**config.mk**
```make
export PLATFORM = sky130hd
export DESIGN_NAME = axi4_stream_fifo_flat
export DESIGN_NICKNAME = d
export VERILOG_FILES = /design/src/rtl/axi4_stream_fifo_pkg.sv /design/src/rtl/axi4_stream_if.sv /design/src/rtl/axi4_stream_fifo_ram.sv /design/src/rtl/axi4_stream_fifo.sv /design/src/flat_wrapper.sv
export SDC_FILE = /design/constraint.sdc
export NUM_CORES = 1
export LEC_CHECK = 0
export ABC_AREA = 0
export CORE_MARGIN = 2
export CORE_UTILIZATION = 44
export CTS_CLUSTER_DIAMETER = 60
export DETAILED_ROUTE_END_ITERATION = 16
export PLACE_DENSITY_LB_ADDON = 0.1
export SLEW_MARGIN = 20
export SYNTH_ARGS = -nofsm -noshare
export SYNTH_HDL_FRONTEND = slang
export SYNTH_SLANG_ARGS = --single-unit
```
**constraint.sdc**
```tcl
create_clock -name clk_i -period 11.1 [get_ports clk_i]
set_input_delay 1.665 -clock clk_i [delete_from_list [all_inputs] [get_ports clk_i]]
set_output_delay 1.665 -clock clk_i [all_outputs]
set_load 0.005 [all_outputs]
```
**src/rtl/axi4_stream_fifo_pkg.sv**
```systemverilog
// Shared beat layout and width helpers for the AXI4-Stream FIFO.
package axi4_stream_fifo_pkg;

  localparam int DEF_DATA_W = 32;
  localparam int DEF_ID_W   = 1;
  localparam int DEF_DEST_W = 1;
  localparam int DEF_USER_W = 1;

  function automatic int strb_w(input int dw);
    return dw / 8;
  endfunction

  function automatic int beat_w(
    input int dw,
    input int iw,
    input int ddw,
    input int uw
  );
    return dw + 2 * strb_w(dw) + iw + ddw + uw + 1;
  endfunction

  // Reference beat at the default widths; field order matches the RAM word.
  typedef struct packed {
    logic                         tlast;
    logic [DEF_USER_W-1:0]        tuser;
    logic [DEF_DEST_W-1:0]        tdest;
    logic [DEF_ID_W-1:0]          tid;
    logic [DEF_DATA_W/8-1:0]      tkeep;
    logic [DEF_DATA_W/8-1:0]      tstrb;
    logic [DEF_DATA_W-1:0]        tdata;
  } beat_t;

endpackage

```
**src/rtl/axi4_stream_if.sv**
```systemverilog
// AXI4-Stream bundle with master/slave views.
interface axi4_stream_if #(
  parameter int TDATA_WIDTH = 32,
  parameter int TID_WIDTH   = 1,
  parameter int TDEST_WIDTH = 1,
  parameter int TUSER_WIDTH = 1
);
  logic                     tvalid;
  logic                     tready;
  logic [TDATA_WIDTH-1:0]   tdata;
  logic [TDATA_WIDTH/8-1:0] tstrb;
  logic [TDATA_WIDTH/8-1:0] tkeep;
  logic [TID_WIDTH-1:0]     tid;
  logic [TDEST_WIDTH-1:0]   tdest;
  logic [TUSER_WIDTH-1:0]   tuser;
  logic                     tlast;

  modport master (
    output tvalid, tdata, tstrb, tkeep,
    output tid, tdest, tuser, tlast,
    input  tready
  );

  modport slave (
    input  tvalid, tdata, tstrb, tkeep,
    input  tid, tdest, tuser, tlast,
    output tready
  );
endinterface

```
**src/rtl/axi4_stream_fifo_ram.sv**
```systemverilog
// Simple dual-port beat store: one write port, one registered read port.
module axi4_stream_fifo_ram #(
  parameter int W     = 32,
  parameter int DEPTH = 16,
  parameter int AW    = $clog2(DEPTH)
) (
  input  logic          clk,
  input  logic          wr_en,
  input  logic [AW-1:0] wr_addr,
  input  logic [W-1:0]  wr_data,
  input  logic          rd_en,
  input  logic [AW-1:0] rd_addr,
  output logic [W-1:0]  rd_data
);
  logic [W-1:0] mem [DEPTH];

  // rd_data holds its value when rd_en is low; it acts as a pipeline stage.
  always_ff @(posedge clk) begin
    if (wr_en) mem[wr_addr] <= wr_data;
    if (rd_en) rd_data <= mem[rd_addr];
  end
endmodule

```
**src/rtl/axi4_stream_fifo.sv**
```systemverilog
// AXI4-Stream FIFO: RAM -> read stage -> output register, optional packet mode.
module axi4_stream_fifo
  import axi4_stream_fifo_pkg::*;
#(
  parameter int TDATA_WIDTH = 32,
  parameter int TID_WIDTH   = 1,
  parameter int TDEST_WIDTH = 1,
  parameter int TUSER_WIDTH = 1,
  parameter int DEPTH       = 16,
  parameter int PKT_MODE    = 0
) (
  input  logic                   clk_i,
  input  logic                   rst_n_i,
  axi4_stream_if.slave           pkt_i,
  axi4_stream_if.master          pkt_o,
  output logic [$clog2(DEPTH):0] used_words_o,
  output logic                   full_o,
  output logic                   empty_o
);
  localparam int AW = $clog2(DEPTH);
  localparam int CW = AW + 1;
  localparam int SW = strb_w(TDATA_WIDTH);
  localparam int BW = beat_w(TDATA_WIDTH, TID_WIDTH,
                             TDEST_WIDTH, TUSER_WIDTH);
  localparam logic [CW-1:0] FULL_CNT = CW'(DEPTH);

  typedef struct packed {
    logic                   tlast;
    logic [TUSER_WIDTH-1:0] tuser;
    logic [TDEST_WIDTH-1:0] tdest;
    logic [TID_WIDTH-1:0]   tid;
    logic [SW-1:0]          tkeep;
    logic [SW-1:0]          tstrb;
    logic [TDATA_WIDTH-1:0] tdata;
  } word_t;

  logic [AW-1:0]    wr_ptr, rd_ptr;
  logic [CW-1:0]    used_q, ram_cnt_q;
  logic [CW-1:0]    pkt_cnt_q, rd_pkts_q;
  logic [DEPTH-1:0] last_q;
  logic             mid_q, out_valid_q, force_q;
  word_t            wr_word, rd_word, out_q;

  logic accept, out_hs, mid_move, gate;
  logic rd_issue, rd_last, in_last, out_last;
  logic force_set;

  assign full_o       = (used_q == FULL_CNT);
  assign empty_o      = (used_q == '0);
  assign used_words_o = used_q;

  assign pkt_i.tready = rst_n_i && !full_o;
  assign accept       = pkt_i.tvalid && pkt_i.tready;
  assign out_hs       = out_valid_q && pkt_o.tready;
  assign mid_move     = mid_q && (!out_valid_q || pkt_o.tready);

  // Packet mode: read only from a packet whose tlast is already in RAM,
  // unless a full FIFO holding no complete packet forces cut-through.
  assign gate = (PKT_MODE == 0) || (rd_pkts_q != '0) || force_q;
  assign rd_issue = (ram_cnt_q != '0) && gate &&
                    (!mid_q || mid_move);
  assign rd_last   = rd_issue && last_q[rd_ptr];
  assign in_last   = accept && pkt_i.tlast;
  assign out_last  = out_hs && out_q.tlast;
  assign force_set = (PKT_MODE != 0) && full_o &&
                     (pkt_cnt_q == '0);

  assign wr_word = '{
    tlast: pkt_i.tlast,
    tuser: pkt_i.tuser,
    tdest: pkt_i.tdest,
    tid:   pkt_i.tid,
    tkeep: pkt_i.tkeep,
    tstrb: pkt_i.tstrb,
    tdata: pkt_i.tdata
  };

  axi4_stream_fifo_ram #(
    .W     (BW),
    .DEPTH (DEPTH)
  ) u_ram (
    .clk     (clk_i),
    .wr_en   (accept),
    .wr_addr (wr_ptr),
    .wr_data (wr_word),
    .rd_en   (rd_issue),
    .rd_addr (rd_ptr),
    .rd_data (rd_word)
  );

  always_ff @(posedge clk_i or negedge rst_n_i) begin
    if (!rst_n_i) begin
      wr_ptr      <= '0;
      rd_ptr      <= '0;
      used_q      <= '0;
      ram_cnt_q   <= '0;
      pkt_cnt_q   <= '0;
      rd_pkts_q   <= '0;
      last_q      <= '0;
      mid_q       <= 1'b0;
      out_valid_q <= 1'b0;
      force_q     <= 1'b0;
      out_q       <= '0;
    end else begin
      if (accept) begin
        wr_ptr         <= wr_ptr + AW'(1);
        last_q[wr_ptr] <= pkt_i.tlast;
      end
      if (rd_issue) rd_ptr <= rd_ptr + AW'(1);
      used_q    <= used_q + CW'(accept) - CW'(out_hs);
      ram_cnt_q <= ram_cnt_q + CW'(accept) - CW'(rd_issue);
      pkt_cnt_q <= pkt_cnt_q + CW'(in_last) - CW'(out_last);
      rd_pkts_q <= rd_pkts_q + CW'(in_last) - CW'(rd_last);
      if (rd_last)        force_q <= 1'b0;
      else if (force_set) force_q <= 1'b1;
      if (rd_issue)      mid_q <= 1'b1;
      else if (mid_move) mid_q <= 1'b0;
      if (mid_move) begin
        out_valid_q <= 1'b1;
        out_q       <= rd_word;
      end else if (out_hs) begin
        out_valid_q <= 1'b0;
      end
    end
  end

  assign pkt_o.tvalid = out_valid_q;
  assign pkt_o.tdata  = out_q.tdata;
  assign pkt_o.tstrb  = out_q.tstrb;
  assign pkt_o.tkeep  = out_q.tkeep;
  assign pkt_o.tid    = out_q.tid;
  assign pkt_o.tdest  = out_q.tdest;
  assign pkt_o.tuser  = out_q.tuser;
  assign pkt_o.tlast  = out_q.tlast;
endmodule
```
**src/flat_wrapper.sv**
```systemverilog
// flat-port wrapper written by rule: the top's interface ports become plain ports
module axi4_stream_fifo_flat import axi4_stream_fifo_pkg::*;
#(
  parameter int TDATA_WIDTH = 32,
  parameter int TID_WIDTH   = 1,
  parameter int TDEST_WIDTH = 1,
  parameter int TUSER_WIDTH = 1,
  parameter int DEPTH       = 16,
  parameter int PKT_MODE    = 0
)
  (clk_i, rst_n_i, used_words_o, full_o, empty_o, pkt_i_tvalid, pkt_i_tdata, pkt_i_tstrb, pkt_i_tkeep, pkt_i_tid, pkt_i_tdest, pkt_i_tuser, pkt_i_tlast, pkt_i_tready, pkt_o_tvalid, pkt_o_tdata, pkt_o_tstrb, pkt_o_tkeep, pkt_o_tid, pkt_o_tdest, pkt_o_tuser, pkt_o_tlast, pkt_o_tready);
  axi4_stream_if #(.TDATA_WIDTH(TDATA_WIDTH), .TID_WIDTH(TID_WIDTH), .TDEST_WIDTH(TDEST_WIDTH), .TUSER_WIDTH(TUSER_WIDTH)) pkt_i_i ();
  axi4_stream_if #(.TDATA_WIDTH(TDATA_WIDTH), .TID_WIDTH(TID_WIDTH), .TDEST_WIDTH(TDEST_WIDTH), .TUSER_WIDTH(TUSER_WIDTH)) pkt_o_i ();
  input  logic clk_i;
  input  logic rst_n_i;
  output logic [$clog2(DEPTH):0] used_words_o;
  output logic full_o;
  output logic empty_o;
  input wire logic [$bits(pkt_i_i.tvalid)-1:0] pkt_i_tvalid;
  input wire logic [$bits(pkt_i_i.tdata)-1:0] pkt_i_tdata;
  input wire logic [$bits(pkt_i_i.tstrb)-1:0] pkt_i_tstrb;
  input wire logic [$bits(pkt_i_i.tkeep)-1:0] pkt_i_tkeep;
  input wire logic [$bits(pkt_i_i.tid)-1:0] pkt_i_tid;
  input wire logic [$bits(pkt_i_i.tdest)-1:0] pkt_i_tdest;
  input wire logic [$bits(pkt_i_i.tuser)-1:0] pkt_i_tuser;
  input wire logic [$bits(pkt_i_i.tlast)-1:0] pkt_i_tlast;
  output wire logic [$bits(pkt_i_i.tready)-1:0] pkt_i_tready;
  output wire logic [$bits(pkt_o_i.tvalid)-1:0] pkt_o_tvalid;
  output wire logic [$bits(pkt_o_i.tdata)-1:0] pkt_o_tdata;
  output wire logic [$bits(pkt_o_i.tstrb)-1:0] pkt_o_tstrb;
  output wire logic [$bits(pkt_o_i.tkeep)-1:0] pkt_o_tkeep;
  output wire logic [$bits(pkt_o_i.tid)-1:0] pkt_o_tid;
  output wire logic [$bits(pkt_o_i.tdest)-1:0] pkt_o_tdest;
  output wire logic [$bits(pkt_o_i.tuser)-1:0] pkt_o_tuser;
  output wire logic [$bits(pkt_o_i.tlast)-1:0] pkt_o_tlast;
  input wire logic [$bits(pkt_o_i.tready)-1:0] pkt_o_tready;
  assign pkt_i_i.tvalid = pkt_i_tvalid;
  assign pkt_i_i.tdata = pkt_i_tdata;
  assign pkt_i_i.tstrb = pkt_i_tstrb;
  assign pkt_i_i.tkeep = pkt_i_tkeep;
  assign pkt_i_i.tid = pkt_i_tid;
  assign pkt_i_i.tdest = pkt_i_tdest;
  assign pkt_i_i.tuser = pkt_i_tuser;
  assign pkt_i_i.tlast = pkt_i_tlast;
  assign pkt_i_tready = pkt_i_i.tready;
  assign pkt_o_tvalid = pkt_o_i.tvalid;
  assign pkt_o_tdata = pkt_o_i.tdata;
  assign pkt_o_tstrb = pkt_o_i.tstrb;
  assign pkt_o_tkeep = pkt_o_i.tkeep;
  assign pkt_o_tid = pkt_o_i.tid;
  assign pkt_o_tdest = pkt_o_i.tdest;
  assign pkt_o_tuser = pkt_o_i.tuser;
  assign pkt_o_tlast = pkt_o_i.tlast;
  assign pkt_o_i.tready = pkt_o_tready;
  axi4_stream_fifo #(.TDATA_WIDTH(TDATA_WIDTH), .TID_WIDTH(TID_WIDTH), .TDEST_WIDTH(TDEST_WIDTH), .TUSER_WIDTH(TUSER_WIDTH), .DEPTH(DEPTH), .PKT_MODE(PKT_MODE)) u_core (.clk_i(clk_i), .rst_n_i(rst_n_i), .pkt_i(pkt_i_i), .pkt_o(pkt_o_i), .used_words_o(used_words_o), .full_o(full_o), .empty_o(empty_o));
endmodule
```
==> out/summary.txt <==
PnR worst setup slack: 6570 ps
Routed Antenna Nets: 0
Syn-to-layout area delta: 16.7%
CP required: 9440 ps
worst-case hold slack: 471 ps
die width: 267 µm
Syn Std Cell Area: 0.0305 mm²
clock slew at reported path FFs: 60 ps
Setup crit start: rst_n_i
vias in the first global route: 14698
#FFs+latches synth: 812
Setup WS pre-CTS: 6350 ps
PwrDens: 254 mW/mm²
syn_nets: 1401
Setup Skew: 25.2 ps
WS Path Type: in -> out
CP peak stage delay: 500 ps
r2r worst-path depth: 14
Critical Path AT: 2860 ps
Total Routing Usage GR: 18.3%
# IOs: 101
Port Buffers: 100
Static Leakage: 11.6 nW
max-slew violations: 0
first-pass GRT wire length: 95.4 mm
initial core utilization: 44.4%
Tcrit/Tclk final: 40.8%
Resize count post-CTS: 0
reg2reg end: u_core.ram_cnt_q[4]
total die area: 0.0714 mm²
Syn Area/Cell: 22.9 µm²
root buffer cell: clkbuf_16
DR iter-0 viols: 1085
DR vias/cell: 5.47
Post-synth EDFFs: 748
Worst Hold Class: reg -> reg
ant diodes: 0
num rows: 96
critical path launch point type: input pin
status: completed
postcts setup bufs: 0
flop2flop setup slack: 7830 ps
crit end category: output pin
CTS tree: built
DP HPWL: 33.5 mm
drt pass-1 iters: 5
most used flip-flop cell after synthesis: edfxtp_1
CTS Hold Bufs: 0
residual DRC count: 0
CP Cell Sequence: buf_4, and2_1, clkdlybuf4s50_1
Final Critical Period: 4530 ps
share of layout cells above drive strength 1: 26.4%
CTS Sinks: 812
Die Span Y: 267 µm
setup TNS: 0 ps
Yosys cell types: 32
sequential area share after synthesis: 78.9%
H-Tree Level Count: 3
RSZ-0062 raised after global routing: false
CTS max path bufs: 3
final wirelength: 63.4 mm
Remaining Overflow, GRT: 0
core area: 0.0686 mm²
final count of hold timing violations: 0
vias: 13636
antenna violations before repair: 1
Slew headroom: 31.4%
Critical-path top delay cell: clkdlybuf4s50_1
wire length per cell: 25.4 µm
Util after Layout: 51.9%
Fillers: 5353
RD Place Congestion: 0.704
Power Total: 9.04 mW
peak supply drop: 0.169 mV
pin count of the biggest net entering global routing: 112
Hold Crit Depth: 1
Post-Synthesis Cells: 1334
worst r2r src: u_core.ram_cnt_q[3]
CTS buffer count: 87
synth warn: 0
Final #Nets: 1556
Synth async-reset ratio: 7.88%
max cap viols: 0
Crit Path Max Fanout: 37
Worst Tran Pin Value: 1030 ps
clock latency at the later pin of the worst-skew pair: 630 ps
final setup vio count: 0
worst setup path end: pkt_i_tready
max frequency: 221 MHz
==> worst max-delay path, delay by kind of cell <==
kind | cells | cell delay [ps]
buf+inv | 2 | 960
simple gates | 1 | 220
==> registers in the layout, indices dropped and copies added, names as in the netlist, 4 cells and up <==
signal	flops
u_core.pkt_o.tdata	32
u_core.pkt_o.tkeep	4
u_core.pkt_o.tstrb	4
u_core.ram_cnt_q	5
u_core.rd_ptr	4
u_core.u_ram.mem	704
u_core.u_ram.rd_data	44
u_core.used_words_o	5
u_core.wr_ptr	4
==> area by class of cell <==
cell class	instances	area, µm²	area share [%]
flip-flops and latches	812	24100	67.7
multi-input cells	437	6040	17.0
clock buffers	119	2490	7.01
repair buffers	129	1260	3.55
well taps	931	1160	3.28
clock inverters	43	454	1.28
inverters	22	82.6	0.232
==> layout by cell type, fill, tap and decap left out, types with 3 or more instances in the layout <==
cell,synthesis,final
xnor2_1,9,9
clkbuf_16,0,91
xor2_1,5,5
and2_2,0,17
bufinv_16,0,8
nand2_1,50,49
a21oi_1,5,4
clkbuf_1,30,17
mux2_2,45,45
clkinv_1,0,8
mux4_2,176,176
a22oi_1,88,88
buf_4,4,27
dfrtp_1,64,62
clkinvlp_4,0,5
clkdlybuf4s50_1,0,99
clkbuf_8,0,11
clkinv_4,0,3
ha_1,17,17
clkinv_2,0,16
edfxtp_1,748,748
inv_1,21,21
==> synth_stat cells, types with 3 or more instances <==
cell type	instances	area, µm²
edfxtp_1	748	22500
buf_6	12	135
nor2b_1	3	18.8
mux2_2	45	507
buf_4	4	30.0
clkbuf_1	30	113
xor2_1	5	43.8
a22oi_1	88	661
ha_1	17	213
mux4_2	176	3960
buf_1	3	11.3
nand2_1	50	188
inv_1	21	78.8
dfrtp_1	64	1600
and2_1	19	119
a21oi_1	5	25.0
buf_2	14	70.1
xnor2_1	9	78.8
==> logic make-up after synthesis <==
| family | share of synthesized area, % |
|---|---|
| buffers and inverters | 1.45 |
| and+or+nand+nor | 1.36 |
| xor gates and xnor gates | 0.402 |
| DFF | 78.9 |
| muxes | 14.7 |
| adders and majority gates | 0.829 |
| AOI/OAI and AO/OA | 2.36 |
==> worst min-delay path by stage <==
stage,slack (ps),to,from
global placement,460,u_core.pkt_o.tdata[5],u_core.u_ram.rd_data[5]
detailed placement,470,u_core.pkt_o.tdata[12],u_core.u_ram.rd_data[12]
CTS,480,u_core.pkt_o.tdata[31],u_core.u_ram.rd_data[31]
finish,470,u_core.pkt_o.tkeep[1],u_core.u_ram.rd_data[37]
global route,490,u_core.pkt_o.tdata[4],u_core.u_ram.rd_data[4]
floorplan,450,u_core.mid_q,u_core.ram_cnt_q[0]
==> metal layers <==
metal | part of all wire [%] | track usage, % | up-vias | wire length [µm]
met1 | 43 | 25.0 | 7368 | 27400
met3 | 4.3 | 2.91 | 77 | 2750
met2 | 51 | 31.0 | 303 | 32400
met4 | 1.4 | 4.74 | 2 | 902
met5 | 0.020 | 0 | - | 13
li1 | - | - | 5886 | -
==> per-stage QoR <==
stage                     instance area (µm²)  std cells
after detailed placement                32600       2330
final                                   35600       2493
after global placement                  32600       2329
after floorplan                         30500       1334
after global routing                    35600       2493
after CTS                               35500       2492
==> power breakdown <==
part           switching [mW]  internal, mW
combinational            1.07          1.08
sequential              0.205          3.75
clock                    1.16          1.76
No activity file was read; power rests on OpenSTA's default activity.
==> patch (same flow settings) <==
Reset style: synchronous (`rst_n_i`), changed in one clocked block.
--- a/src/rtl/axi4_stream_fifo.sv
+++ b/src/rtl/axi4_stream_fifo.sv
@@ -89,5 +89,5 @@
   );
 
-  always_ff @(posedge clk_i or negedge rst_n_i) begin
+  always_ff @(posedge clk_i) begin
     if (!rst_n_i) begin
       wr_ptr      <= '0;
Check against the original RTL: differs if rst_n_i is asserted again (counterexample within 4 cycles, from zero or initial values and one cycle with rst_n_i low); with rst_n_i held inactive, the same outputs for 4 cycles.
==> patch against the unedited design <==
Wire length rose by 5.7%; first-iteration DRC count is 3.3% lower; cell area grew 0.47%; synthesized area increased by 1.7%; worst hold slack got worse by 0.020 ns; count of clock-buffer cells in the layout shrank 10; sequential cell count unchanged; die area grew 1.7%; critical path depth is 2 higher; setup slack worse by 0.67 ns; critical endpoint unchanged; power fell by 12%; clock power is 5% lower; clock skew down 0.0020 ns.
==> patch: results (changes against the unedited design) <==
| Metric | This run | Unit | vs unedited |
|:---|:---|:---|:---|
| Run status | completed | - |  |
| Rel. slew slack | 26.5 | % | -4.9 points |
| Routed wire length | 67100 | µm | +5.7% |
| Aggregate global-route resource usage | 18.5 | % | +0.19 points |
| Post-synth ARST share | 0 | % | -7.9 points |
| Placed Instance Area | 33000 | µm² | +1.2% |
| Setup slack after placement | 5.90 | ns | -0.444 ns |
| Drt wl/cell | 24.1 | µm | -5.4% |
| Top cells by area, synth | edfxtp_1 (72%), mux4_2 (6.4%), mux2i_1 (5.7%) | - |  |
| Pin count of the biggest net entering global routing | 120 | - | +7.1% |
| Total power after layout | 8.00 | mW | -12% |
| HPWL after DPL | 33900 | µm | +1.0% |
| Placed Cells incl. Taps | 2622 | - | +13% |
| Post-route clock skew | 0.0232 | ns | -0.00204 ns |
| Vias in the first global route | 15900 | - | +8.1% |
| Data arrival at the endpoint of the critical path | 3.53 | ns | +0.67 ns |
| Maximum fanout along the worst path | 62 | - | +68% |
| Maximum single-stage delay on the critical path | 0.70 | ns | +0.20 ns |
| Synth unique cells | 40 | - | +25% |
| Post-layout nets | 1839 | - | +18% |
| Number of antenna violations at the first check in global routing | 2 | - | +1 |
| Count of mapped cells out of synthesis | 1646 | - | +23% |
| Initial detailed-routing violation count | 1049 | - | -3.3% |
| Crit-path slowest cell | buf_4 | - |  |
| FILL cells | 5706 | - | +6.6% |
| Final GP Congestion | 0.724 | - | +2.8% |
patch: cell types whose count changed after synthesis, sizes merged, moves of 15 or more:
cell | unedited run | this run
dfxtp | 0 | 64
and2 | 19 | 4
a22oi | 88 | 44
nand2 | 50 | 139
o21ai | 1 | 45
nor2 | 1 | 24
a221oi | 0 | 88
buf | 33 | 59
mux2 | 45 | 0
dfrtp | 64 | 0
mux2i | 0 | 178
mux4 | 176 | 88
a21oi | 5 | 51
patch: final cells by class:
type	instances	area (µm²)	share of cell area (%)
clock buffers	109	2300	6.44
multi-input cells	722	6750	18.9
well taps	940	1180	3.29
repair buffers	128	1240	3.46
inverters	20	75.1	0.210
clock inverters	55	437	1.22
flip-flops and latches	812	23800	66.5
patch: cells by family after synthesis:
| logic type | share of synthesized area (%) |
|---|---|
| flops | 76.5 |
| mux | 12.1 |
| compound gates | 5.44 |
| simple gates | 2.73 |
| buf+inv | 2.11 |
| fa+ha+maj | 0.815 |
| xor+xnor | 0.226 |
patch: per-layer routing:
layer	wire, µm	track usage, %	up-vias
li1	-	-	6901
met1	31200	26.2	8026
met2	31900	29.9	298
met3	2720	3.11	88
met4	1210	4.88	2
met5	11	0	-
patch: path summary, 6_finish.rpt:
path / start / slack, ns / cells past startpoint / endpoint
worst max-delay path: rst_n_i / 5.90 / 5 / pkt_i_tready
worst min register to register: u_core.pkt_o.tkeep[0] / 0.45 / 2 / u_core.pkt_o.tkeep[0]
worst min-delay path: u_core.pkt_o.tkeep[0] / 0.45 / 2 / u_core.pkt_o.tkeep[0]
worst max register to register: u_core.rd_ptr[2] / 7.32 / 6 / u_core.u_ram.rd_data[26]
patch: critical path, delay by kind of cell:
| kind | cells | cell delay, ns |
|---|---|---|
| buffers and inverters | 4 | 1.76 |
| and+or+nand+nor | 1 | 0.10 |
